$ cat config.mk
export PLATFORM = sky130hd
export DESIGN_NAME = muldiv_hilo_unit_flat
export DESIGN_NICKNAME = d
export VERILOG_FILES = /design/src/rtl/muldiv_hilo_unit_pkg.sv /design/src/rtl/muldiv_hilo_unit_if.sv /design/src/rtl/muldiv_hilo_unit_div_iter_core.sv /design/src/rtl/muldiv_hilo_unit.sv /design/src/flat_wrapper.sv
export SDC_FILE = /design/constraint.sdc
export NUM_CORES = 2
export LEC_CHECK = 0
export CAP_MARGIN = 20
export CORE_MARGIN = 2
export CORE_UTILIZATION = 55
export DETAILED_ROUTE_END_ITERATION = 6
export PLACE_DENSITY = 0.72
export SYNTH_ARGS = -nofsm -noshare
export SYNTH_HDL_FRONTEND = slang
export SYNTH_SLANG_ARGS = --single-unit
$ cat constraint.sdc
create_clock -name Clk -period 13.3 [get_ports Clk]
set_input_delay 3.99 -clock Clk [delete_from_list [all_inputs] [get_ports Clk]]
set_output_delay 3.99 -clock Clk [all_outputs]
set_load 0.05 [all_outputs]
$ cat src/rtl/muldiv_hilo_unit_pkg.sv
`default_nettype none
// ============================================================================
// Module   : muldiv_pkg
// Brief    : Op encodings, FSM states and helpers for the HI/LO mul/div unit.
// Revision : 1.0 - initial release
// ============================================================================
package muldiv_pkg;

    typedef enum logic [2:0] {
        MD_MULT  = 3'd0,
        MD_MULTU = 3'd1,
        MD_DIV   = 3'd2,
        MD_DIVU  = 3'd3,
        MD_MTHI  = 3'd4,
        MD_MTLO  = 3'd5,
        MD_MUL   = 3'd6
    } md_op_e;

    typedef enum logic [1:0] {
        ST_IDLE = 2'd0,
        ST_MUL  = 2'd1,
        ST_DIV  = 2'd2
    } md_state_e;

    localparam int DIV_ITERS = 32;

    // Magnitude of a two's-complement word; 0x80000000 maps to itself,
    // which is the correct unsigned magnitude.
    function automatic logic [31:0] abs32(input logic [31:0] v);
        return v[31] ? (~v + 32'd1) : v;
    endfunction

endpackage
`default_nettype wire

$ cat src/rtl/muldiv_hilo_unit_if.sv
`default_nettype none
// ============================================================================
// Module   : muldiv_hilo_unit_if
// Brief    : Execute-stage request/response bundle for the HI/LO unit.
// Revision : 1.0 - initial release
// ============================================================================
interface muldiv_hilo_unit_if;
    logic        Op_Valid;
    logic [2:0]  Op;
    logic [31:0] A;
    logic [31:0] B;
    logic        Intreq;
    logic [31:0] HI;
    logic [31:0] LO;
    logic        Busy;
    logic        Done;

    modport master (output Op_Valid, Op, A, B, Intreq,
                    input  HI, LO, Busy, Done);
    modport slave  (input  Op_Valid, Op, A, B, Intreq,
                    output HI, LO, Busy, Done);
endinterface
`default_nettype wire

$ cat src/rtl/muldiv_hilo_unit_div_iter_core.sv
`default_nettype none
// ============================================================================
// Module   : div_iter_core
// Brief    : Unsigned radix-2 restoring divider, one quotient bit per step.
// Revision : 1.0 - initial release
// ============================================================================
module div_iter_core (
    input  wire logic        clk,
    input  wire logic        rst_n,
    input  wire logic        start,
    input  wire logic        step,
    input  wire logic [31:0] dividend,
    input  wire logic [31:0] divisor,
    output logic [31:0]      quotient,
    output logic [31:0]      remainder
);
    // Upper half: partial remainder; lower half: dividend bits shifting out
    // while quotient bits shift in.
    logic [63:0] r_rq;
    logic [31:0] r_div;
    logic [63:0] w_shift;
    logic [32:0] w_trial;

    assign w_shift = {r_rq[62:0], 1'b0};
    // The bit shifted out of the top keeps the 33-bit trial exact for
    // divisors above 2^31.
    assign w_trial = {r_rq[63], w_shift[63:32]} - {1'b0, r_div};

    always_ff @(posedge clk or negedge rst_n) begin
        if (!rst_n) begin
            r_rq  <= 64'd0;
            r_div <= 32'd0;
        end else if (start) begin
            r_rq  <= {32'd0, dividend};
            r_div <= divisor;
        end else if (step) begin
            r_rq  <= w_trial[32] ? w_shift : {w_trial[31:0], w_shift[31:1], 1'b1};
        end
    end

    assign quotient  = r_rq[31:0];
    assign remainder = r_rq[63:32];

endmodule
`default_nettype wire

$ cat src/rtl/muldiv_hilo_unit.sv
`default_nettype none
// ============================================================================
// Module   : muldiv_hilo_unit
// Brief    : Multi-cycle mul/div responder owning the architectural HI/LO.
// Revision : 1.0 - initial release
// ============================================================================
module muldiv_hilo_unit
    import muldiv_pkg::*;
#(
    parameter int MUL_LAT = 3,
    parameter int DIV_LAT = DIV_ITERS + 1
) (
    input  wire logic         Clk,
    input  wire logic         Clr_n,
    muldiv_hilo_unit_if.slave md
);
    localparam logic [5:0] C_MUL_CNT = 6'(MUL_LAT);
    localparam logic [5:0] C_DIV_CNT = 6'(DIV_LAT);

    md_state_e   r_state;
    logic [5:0]  r_cnt;
    logic [31:0] r_hi, r_lo, r_op_a, r_op_b;
    logic        r_op_signed, r_busy, r_done;

    logic        w_accept, w_div_start, w_div_step;
    logic [63:0] w_ext_a, w_ext_b, w_prod;
    logic [31:0] w_q_mag, w_r_mag, w_div_lo, w_div_hi;

    assign w_accept    = (r_state == ST_IDLE) && md.Op_Valid && !md.Intreq;
    assign w_div_start = w_accept && ((md.Op == MD_DIV) || (md.Op == MD_DIVU));
    // Last DIV cycle (r_cnt==1) is the commit/sign-fix cycle, not a step.
    assign w_div_step  = (r_state == ST_DIV) && (r_cnt != 6'd1) && !md.Intreq;

    div_iter_core u_div (
        .clk       (Clk),
        .rst_n     (Clr_n),
        .start     (w_div_start),
        .step      (w_div_step),
        .dividend  ((md.Op == MD_DIV) ? abs32(md.A) : md.A),
        .divisor   ((md.Op == MD_DIV) ? abs32(md.B) : md.B),
        .quotient  (w_q_mag),
        .remainder (w_r_mag)
    );

    // Sign-extended 64x64 product truncated to 64 bits is the exact
    // signed (or unsigned) 32x32 product.
    assign w_ext_a = r_op_signed ? {{32{r_op_a[31]}}, r_op_a} : {32'd0, r_op_a};
    assign w_ext_b = r_op_signed ? {{32{r_op_b[31]}}, r_op_b} : {32'd0, r_op_b};
    assign w_prod  = w_ext_a * w_ext_b;

    always_comb begin
        w_div_lo = w_q_mag;
        w_div_hi = w_r_mag;
        if (r_op_b == 32'd0) begin
            w_div_lo = (r_op_signed && r_op_a[31]) ? 32'h0000_0001 : 32'hFFFF_FFFF;
            w_div_hi = r_op_a;
        end else if (r_op_signed) begin
            if (r_op_a[31] ^ r_op_b[31]) w_div_lo = ~w_q_mag + 32'd1;
            if (r_op_a[31])              w_div_hi = ~w_r_mag + 32'd1;
        end
    end

    always_ff @(posedge Clk or negedge Clr_n) begin
        if (!Clr_n) begin
            r_state     <= ST_IDLE;
            r_cnt       <= 6'd0;
            r_hi        <= 32'd0;
            r_lo        <= 32'd0;
            r_op_a      <= 32'd0;
            r_op_b      <= 32'd0;
            r_op_signed <= 1'b0;
            r_busy      <= 1'b0;
            r_done      <= 1'b0;
        end else begin
            r_done <= 1'b0;
            case (r_state)
                ST_IDLE: begin
                    if (w_accept) begin
                        case (md.Op)
                            MD_MULT, MD_MULTU, MD_MUL, MD_DIV, MD_DIVU: begin
                                r_op_a      <= md.A;
                                r_op_b      <= md.B;
                                r_op_signed <= (md.Op == MD_MULT) || (md.Op == MD_MUL) ||
                                               (md.Op == MD_DIV);
                                r_busy      <= 1'b1;
                                if (w_div_start) begin
                                    r_cnt   <= C_DIV_CNT;
                                    r_state <= ST_DIV;
                                end else begin
                                    r_cnt   <= C_MUL_CNT;
                                    r_state <= ST_MUL;
                                end
                            end
                            MD_MTHI: r_hi <= md.A;
                            MD_MTLO: r_lo <= md.A;
                            default: ;
                        endcase
                    end
                end
                ST_MUL, ST_DIV: begin
                    if (md.Intreq) begin
                        r_state <= ST_IDLE;
                        r_cnt   <= 6'd0;
                        r_busy  <= 1'b0;
                    end else if (r_cnt == 6'd1) begin
                        if (r_state == ST_MUL) begin
                            r_hi <= w_prod[63:32];
                            r_lo <= w_prod[31:0];
                        end else begin
                            r_hi <= w_div_hi;
                            r_lo <= w_div_lo;
                        end
                        r_state <= ST_IDLE;
                        r_cnt   <= 6'd0;
                        r_busy  <= 1'b0;
                        r_done  <= 1'b1;
                    end else begin
                        r_cnt <= r_cnt - 6'd1;
                    end
                end
                default: r_state <= ST_IDLE;
            endcase
        end
    end

    assign md.HI   = r_hi;
    assign md.LO   = r_lo;
    assign md.Busy = r_busy;
    assign md.Done = r_done;

endmodule
`default_nettype wire

$ cat src/flat_wrapper.sv
// flat-port wrapper written by rule: the top's interface ports become plain ports
module muldiv_hilo_unit_flat import muldiv_pkg::*;
#(
    parameter int MUL_LAT = 3,
    parameter int DIV_LAT = DIV_ITERS + 1
)
  (Clk, Clr_n, md_Op_Valid, md_Op, md_A, md_B, md_Intreq, md_HI, md_LO, md_Busy, md_Done);
  muldiv_hilo_unit_if md_i ();
  input  wire logic Clk;
  input  wire logic Clr_n;
  input wire logic [$bits(md_i.Op_Valid)-1:0] md_Op_Valid;
  input wire logic [$bits(md_i.Op)-1:0] md_Op;
  input wire logic [$bits(md_i.A)-1:0] md_A;
  input wire logic [$bits(md_i.B)-1:0] md_B;
  input wire logic [$bits(md_i.Intreq)-1:0] md_Intreq;
  output wire logic [$bits(md_i.HI)-1:0] md_HI;
  output wire logic [$bits(md_i.LO)-1:0] md_LO;
  output wire logic [$bits(md_i.Busy)-1:0] md_Busy;
  output wire logic [$bits(md_i.Done)-1:0] md_Done;
  assign md_i.Op_Valid = md_Op_Valid;
  assign md_i.Op = md_Op;
  assign md_i.A = md_A;
  assign md_i.B = md_B;
  assign md_i.Intreq = md_Intreq;
  assign md_HI = md_i.HI;
  assign md_LO = md_i.LO;
  assign md_Busy = md_i.Busy;
  assign md_Done = md_i.Done;
  muldiv_hilo_unit #(.MUL_LAT(MUL_LAT), .DIV_LAT(DIV_LAT)) u_core (.Clk(Clk), .Clr_n(Clr_n), .md(md_i));
endmodule
== Word level (Yosys, flattened, before mapping) ==
Cells that the tools add are included.

* Bits in read-only memories: 0
* Register bits: 235
* RAM bits: 0
* Bits in latches: 0
* Input port bits: 71
* Memories: 0

* Magnitude comparators: 0
* Reductions and logical operators: 23
* $mul: 1
* Bitwise operators: 5
* Eq/ne operators: 17
* Divide/modulo/power cells: 0
* Add/subtract/negate cells: 6
* Shift operators: 0
* Multiplexer cells: 48

{| class="wikitable"
|+ Operators by type and width
! kind !! count
|-
| 2-to-1 mux 32 bit || 21
|-
| 2-to-1 mux 64 bit || 5
|-
| adder 32 x 1 -> 32 bit (second input constant) || 4
|-
| inverter 32 bit || 4
|-
| one-hot mux 32 bit (2 select lines) || 2
|-
| multiplier 64 x 64 -> 64 bit || 1
|-
| subtractor 33 x 32 -> 33 bit || 1
|-
| logical NOT 32 bit || 1
|-
| 2-to-1 mux 6 bit || 5
|-
| one-hot mux 6 bit (2 select lines) || 1
|-
| 2-to-1 mux 2 bit || 5
|-
| AND reduction 5 bit || 2
|-
| == test 3 bit (second input constant) || 3
|-
| AND reduction 3 bit || 3
|-
| inequality test 2 bit (second input constant) || 4
|-
| 2-to-1 mux 1 bit || 7
|-
| == test 3 x 2 -> 1 bit (second input constant) || 2
|-
| == test 6 x 1 -> 1 bit (second input constant) || 1
|-
| logical AND 1 bit || 6
|-
| inequality test 6 x 1 -> 1 bit (second input constant) || 1
|-
| subtractor 6 x 1 -> 6 bit (second input constant) || 1
|-
| OR reduction 5 bit || 1
|-
| inequality test 2 x 1 -> 1 bit (second input constant) || 2
|-
| one-hot mux 2 bit (2 select lines) || 1
|-
| other kinds (13) || 16
|}

== Logic depth before layout (Yosys ltp) ==
* Depth in word-level cells: 9
* Gate-level depth with buffers: 35
* Depth with buffers taken out: 32

== Hierarchy ==
From an unflattened synthesis, not the netlist that was laid out.

* Cells, all modules: 7136
* Area total of the unflattened synthesis: 63906.3 sq um

{| class="wikitable"
|+ Modules (own cells, without submodules)
! module !! area an instance (sq um) !! instances !! sequential area each (sq um) !! cells each
|-
| muldiv_hilo_unit || 57661.6 || 1 || 3478.3 || 6411
|-
| div_iter_core || 6244.7 || 1 || 2402.3 || 725
|}

== Worst setup path before layout ==
No wires, ideal clock.

* Kind: register -> register
* Start: register u_core.r_op_a[31]
* End: register u_core.r_hi[30] (netlist: u_core.md.HI[30])
* Setup time: 0.125 ns
* Arrival: 9.303 ns
* Slack: 3.872 ns
* Clock period less this slack: 9.428 ns
* Data required time: 13.175 ns
* Cell stages (with the launch flop): 32
* Cells stage by stage: dfrtp_1 > clkbuf_1 > and2_0 > clkbuf_1 > clkbuf_1 > nand2_1 > fa_1 > inv_1 > fa_1 > fa_1 > inv_1 > fa_1 > inv_1 > fa_1 > fa_1 > fa_1 > fa_1 > fa_1 > inv_1 > fa_1 > inv_1 > ha_1 > clkbuf_1 > a21oi_1 > o21bai_1 > a21oi_1 > a21boi_0 > o21ai_0 > a21o_1 > or3_1 > a21oi_1 > o21ai_1

* Word-level cells in the longest chain between the ends: 7
* Elaborated cells between the ends (all ways): 9
* Those cells by class: mul: 1; mux: 8

{| class="wikitable"
|+ Ends and longest elaborated chain
! what !! RTL line !! source
|-
| start, declared || muldiv_hilo_unit.sv:22 || <nowiki>logic [31:0] r_hi, r_lo, r_op_a, r_op_b;</nowiki>
|-
| start signal, assigned || muldiv_hilo_unit.sv:81 || <nowiki>r_op_a <= md.A;</nowiki>
|-
| parallel branches: the longest is 3 deep, another holds multiplier 64 x 64 -> 64 bit || -- ||
|-
| 2-to-1 mux 32 bit * || muldiv_hilo_unit.sv:106 || <nowiki>if (r_state == ST_MUL) begin</nowiki>
|-
| 2-to-1 mux 32 bit * || muldiv_hilo_unit.sv:105 || <nowiki>end else if (r_cnt == 6'd1) begin</nowiki>
|-
| 2-to-1 mux 32 bit * || muldiv_hilo_unit.sv:101 || <nowiki>if (md.Intreq) begin</nowiki>
|-
| one-hot mux 32 bit (2 select lines) * || muldiv_hilo_unit.sv:76 || <nowiki>case (r_state)</nowiki>
|-
| end signal, assigned || muldiv_hilo_unit.sv:94 || <nowiki>MD_MTHI: r_hi <= md.A;</nowiki>
|-
| end signal, assigned || muldiv_hilo_unit.sv:107 || <nowiki>r_hi <= w_prod[63:32];</nowiki>
|-
| end signal, assigned || muldiv_hilo_unit.sv:110 || <nowiki>r_hi <= w_div_hi;</nowiki>
|-
| end, declared || muldiv_hilo_unit.sv:22 ||
|}

Every way passes the cells marked *. The select of a mux whose other input is x is not followed.
A chain may end at the register's enable or synchronous reset.

== Worst setup path in the final report ==
* Start: register u_core.r_op_b[1]
* End: register u_core.r_hi[31] (netlist: u_core.md.HI[31])

* Word-level cells in the longest chain between the ends: 6
* Elaborated cells between the ends (all ways): 8
* Those cells by class: mul: 1; mux: 6; reduce/logical: 1

{| class="wikitable"
|+ Ends and longest elaborated chain
! what !! RTL line !! source
|-
| start, declared || muldiv_hilo_unit.sv:22 ||
|-
| start signal, assigned || muldiv_hilo_unit.sv:82 || <nowiki>r_op_b <= md.B;</nowiki>
|-
| 2-to-1 mux 64 bit / logical NOT 32 bit (equally long branches) || muldiv_hilo_unit.sv:48, muldiv_hilo_unit.sv:54 ||
|-
| multiplier 64 x 64 -> 64 bit / 2-to-1 mux 32 bit (equally long branches) || muldiv_hilo_unit.sv:49, muldiv_hilo_unit.sv:54 ||
|-
| 2-to-1 mux 32 bit * || muldiv_hilo_unit.sv:106 ||
|-
| 2-to-1 mux 32 bit * || muldiv_hilo_unit.sv:105 ||
|-
| 2-to-1 mux 32 bit * || muldiv_hilo_unit.sv:101 ||
|-
| one-hot mux 32 bit (2 select lines) * || muldiv_hilo_unit.sv:76 ||
|}

Every way passes the cells marked *; elsewhere a longest branch is shown, timed or not. The select of a mux whose other input is x is not followed.

==> impl_results.md <==
* Via count at 47900
* Req. time, crit path at approximately 14 ns
* Worst-Margin Slew at about 1.3 ns
* Most frequent cell after synthesis: inv_1
* CTS Buffer Depth at 3
* Grt ovf at 0
* EDFF count, synth at 0
* Drt drc at 0
* TritonCTS Sinks at 235
* Final net count at 8639
* Uppermost routed layer: met4
* Avg WL per Cell at 22.8 um
* CTS tree: done
* Worst setup EP type: flip-flop
* Initial core utilization at 55.4%
* Core area at approximately 110000 um2
* Met3 wire length at 16.4 mm
* Setup violators final at 0
* Setup_tns at 0 ns
* Unrepaired setup endpoints after global routing: false
* Ys async rst share at 100%
* Worst Path Arrival at around 10 ns
* First-pass GRT wire length at 300 mm
* Synth top area cells: fa_1 45%, inv_1 9.3%, dfrtp_1 9.3%, ha_1 7.0%, and2_1 5.9%
* Synth area leader: fa_1
* Seq/Total Area, Yosys at 9.31%
* Die area at roughly 120000 um2
* Ports at 137
* Largest net degree at the start of global routing at 89
* Setup crit start kind: flip-flop
* Syn Inst Count at 6920
* DP HPWL at around 150 mm
* Hold Crit Class: reg -> reg
* CTS Buf Count at 27
* Max Cap Viol at 0
* Share of cells above drive strength 1 at 3.49%
* Routability congestion estimate at 0.988
* Die height at 343 um
* Die W at 343 um
* WL met1 at 75.9 mm
* Synth top cells by count: 1569 x inv_1, 1420 x fa_1, 773 x nand2_1
* GRT Util Overall at 33.5%
* Drt first pass iters at 5
* Clk slew on worst S/H paths at 0.07 ns
* # port buffers at 136
* Post-Syn Nets at 8762
* Rows at 124
* Final Max Slew Viols at 0
* Yosys warning total at 0
* Mean Syn Cell Area at 9.13 um2
* Post-DRT Antenna Nets at 0
* Netlist Area Pre-Place at between 60000 and 70000 um2
* Hold Buf Count CTS at 0
* Worst-Skew Late Latency at 0.59 ns
* Critical path class: reg -> reg
* Max Clk Rate at between 90 and 100 MHz
* Final worst path period need at 10.01 ns
* CTS Root Cell: clkbuf_16
* Ys flop type: dfrtp_1
* Post-synthesis cell type count at 80
* Relative slew slack at 16.0%
* #FFs+latches synth at 235
* Fin crit share at 75.3%
* Vias per inst at 5.75
* Maximum fanout along the worst path at 33
* Final Util at between 50% and 60%
* FF-to-FF setup slack at 3.29 ns
* Hold violation total from the final report at 0
* Fin Clk Skew at 0.0323 ns
* WL met2 at 88.3 mm
* Status: complete, no violations
* Vias in the first global route at 51000
* Area Overhead vs Synth at 5.49%
* # resized after CTS at 0
* Synth top area share at 45.0%
* Initial antenna violation count at 6
* Final WL at 190 mm
* Post-CTS Setup Inserts at 0
* CTS H-tree lvls at 1
* DRT iter0 DRCs at 4133
## flip-flops by register name (all words and copies together) (netlist names)
| signal | flops |
|---|---|
| u_core.md.Done | 1 |
| u_core.md.HI | 32 |
| u_core.r_cnt | 6 |
| u_core.r_op_b | 32 |
| u_core.u_div.r_div | 32 |
| u_core.u_div.r_rq | 64 |
| u_core.r_op_a | 32 |
| u_core.md.Busy | 1 |
| u_core.r_op_signed | 1 |
| u_core.md.LO | 32 |
| u_core.r_state | 2 |
## path summary, 6_finish.rpt
check	from	end	depth (start not counted)
max	u_core.r_op_b[1]	u_core.md.HI[31]	27
min	u_core.u_div.r_div[2]	u_core.u_div.r_div[2]	2
max reg2reg	u_core.r_op_b[1]	u_core.md.HI[31]	27
min reg2reg	u_core.u_div.r_div[2]	u_core.u_div.r_div[2]	2
max in group asynchronous	Clr_n	u_core.r_op_b[10]	2
min in group asynchronous	Clr_n	u_core.r_op_b[27]	1
## through the flow
step | cells | setup WS, ns | hold WS, ns | instance area (um2)
floorplan | 6920 | 3.87 | 0.450 | 63200
global placement | 8279 | 3.45 | 0.461 | 65700
detailed placement | 8279 | 3.38 | 0.470 | 65700
CTS | 8327 | 3.33 | 0.483 | 66600
global route | 8328 | 2.79 | 0.495 | 66600
finish | 8331 | 3.29 | 0.477 | 66600
## critical path, cell delays in order, from the launching register on
cell,delay (ns)
dfrtp_1,0.40
buf_4,0.26
nand2_1,0.17
inv_1,0.11
fa_1,0.53
inv_1,0.14
fa_1,0.72
inv_1,0.11
fa_1,0.92
inv_1,0.30
fa_1,0.65
inv_1,0.19
fa_1,0.56
fa_1,0.62
inv_1,0.12
fa_1,0.51
fa_1,0.59
fa_1,0.43
fa_1,0.39
xnor2_1,0.16
xnor2_1,0.28
xnor2_1,0.17
xnor2_1,0.15
xnor2_1,0.15
xnor2_1,0.59
nor3b_1,0.25
mux2i_1,0.10
a32o_1,0.25
## final cells by class
class                      count  area (um2)
multi-input combinational   4736       50000
fill                        9965       47400
inverter                    1570        5890
sequential                   235        5890
timing repair buffer         227        2070
tap                         1512        1890
clock buffer                  36         749
clock inverter                12         143
antenna                        3        7.51
## cell families after synthesis
group                    Yosys count  synth area share (%)
buffers and inverters           1949                  11.6
AND/OR/NAND/NOR                 1842                  14.3
adder cells (fa/ha/maj)         1772                  52.0
AO/OA/AOI/OAI                    788                  7.92
XOR/XNOR                         259                  3.59
flip-flops                       235                  9.31
multiplexers                      75                  1.32
## layer usage
layer	GRT usage, %	vias up
met5	0	-
met4	13.0	0
met3	5.30	422
met2	53.6	2220
met1	46.1	24700
li1	-	20600
## cell usage in the layout, fill, tap and decap left out, types with 135 or more instances in the layout
master           count
xnor2_1            169
nor2_1             204
dfrtp_1            230
clkdlybuf4s50_1    135
inv_1             1569
and2_1             594
fa_1              1420
o21ai_0            210
a21oi_1            205
nand2_1            772
ha_1               349
Power is left out: the tool's default activity adds up to more than one toggle a clock period on the data nets, which glitch-free logic cannot reach.
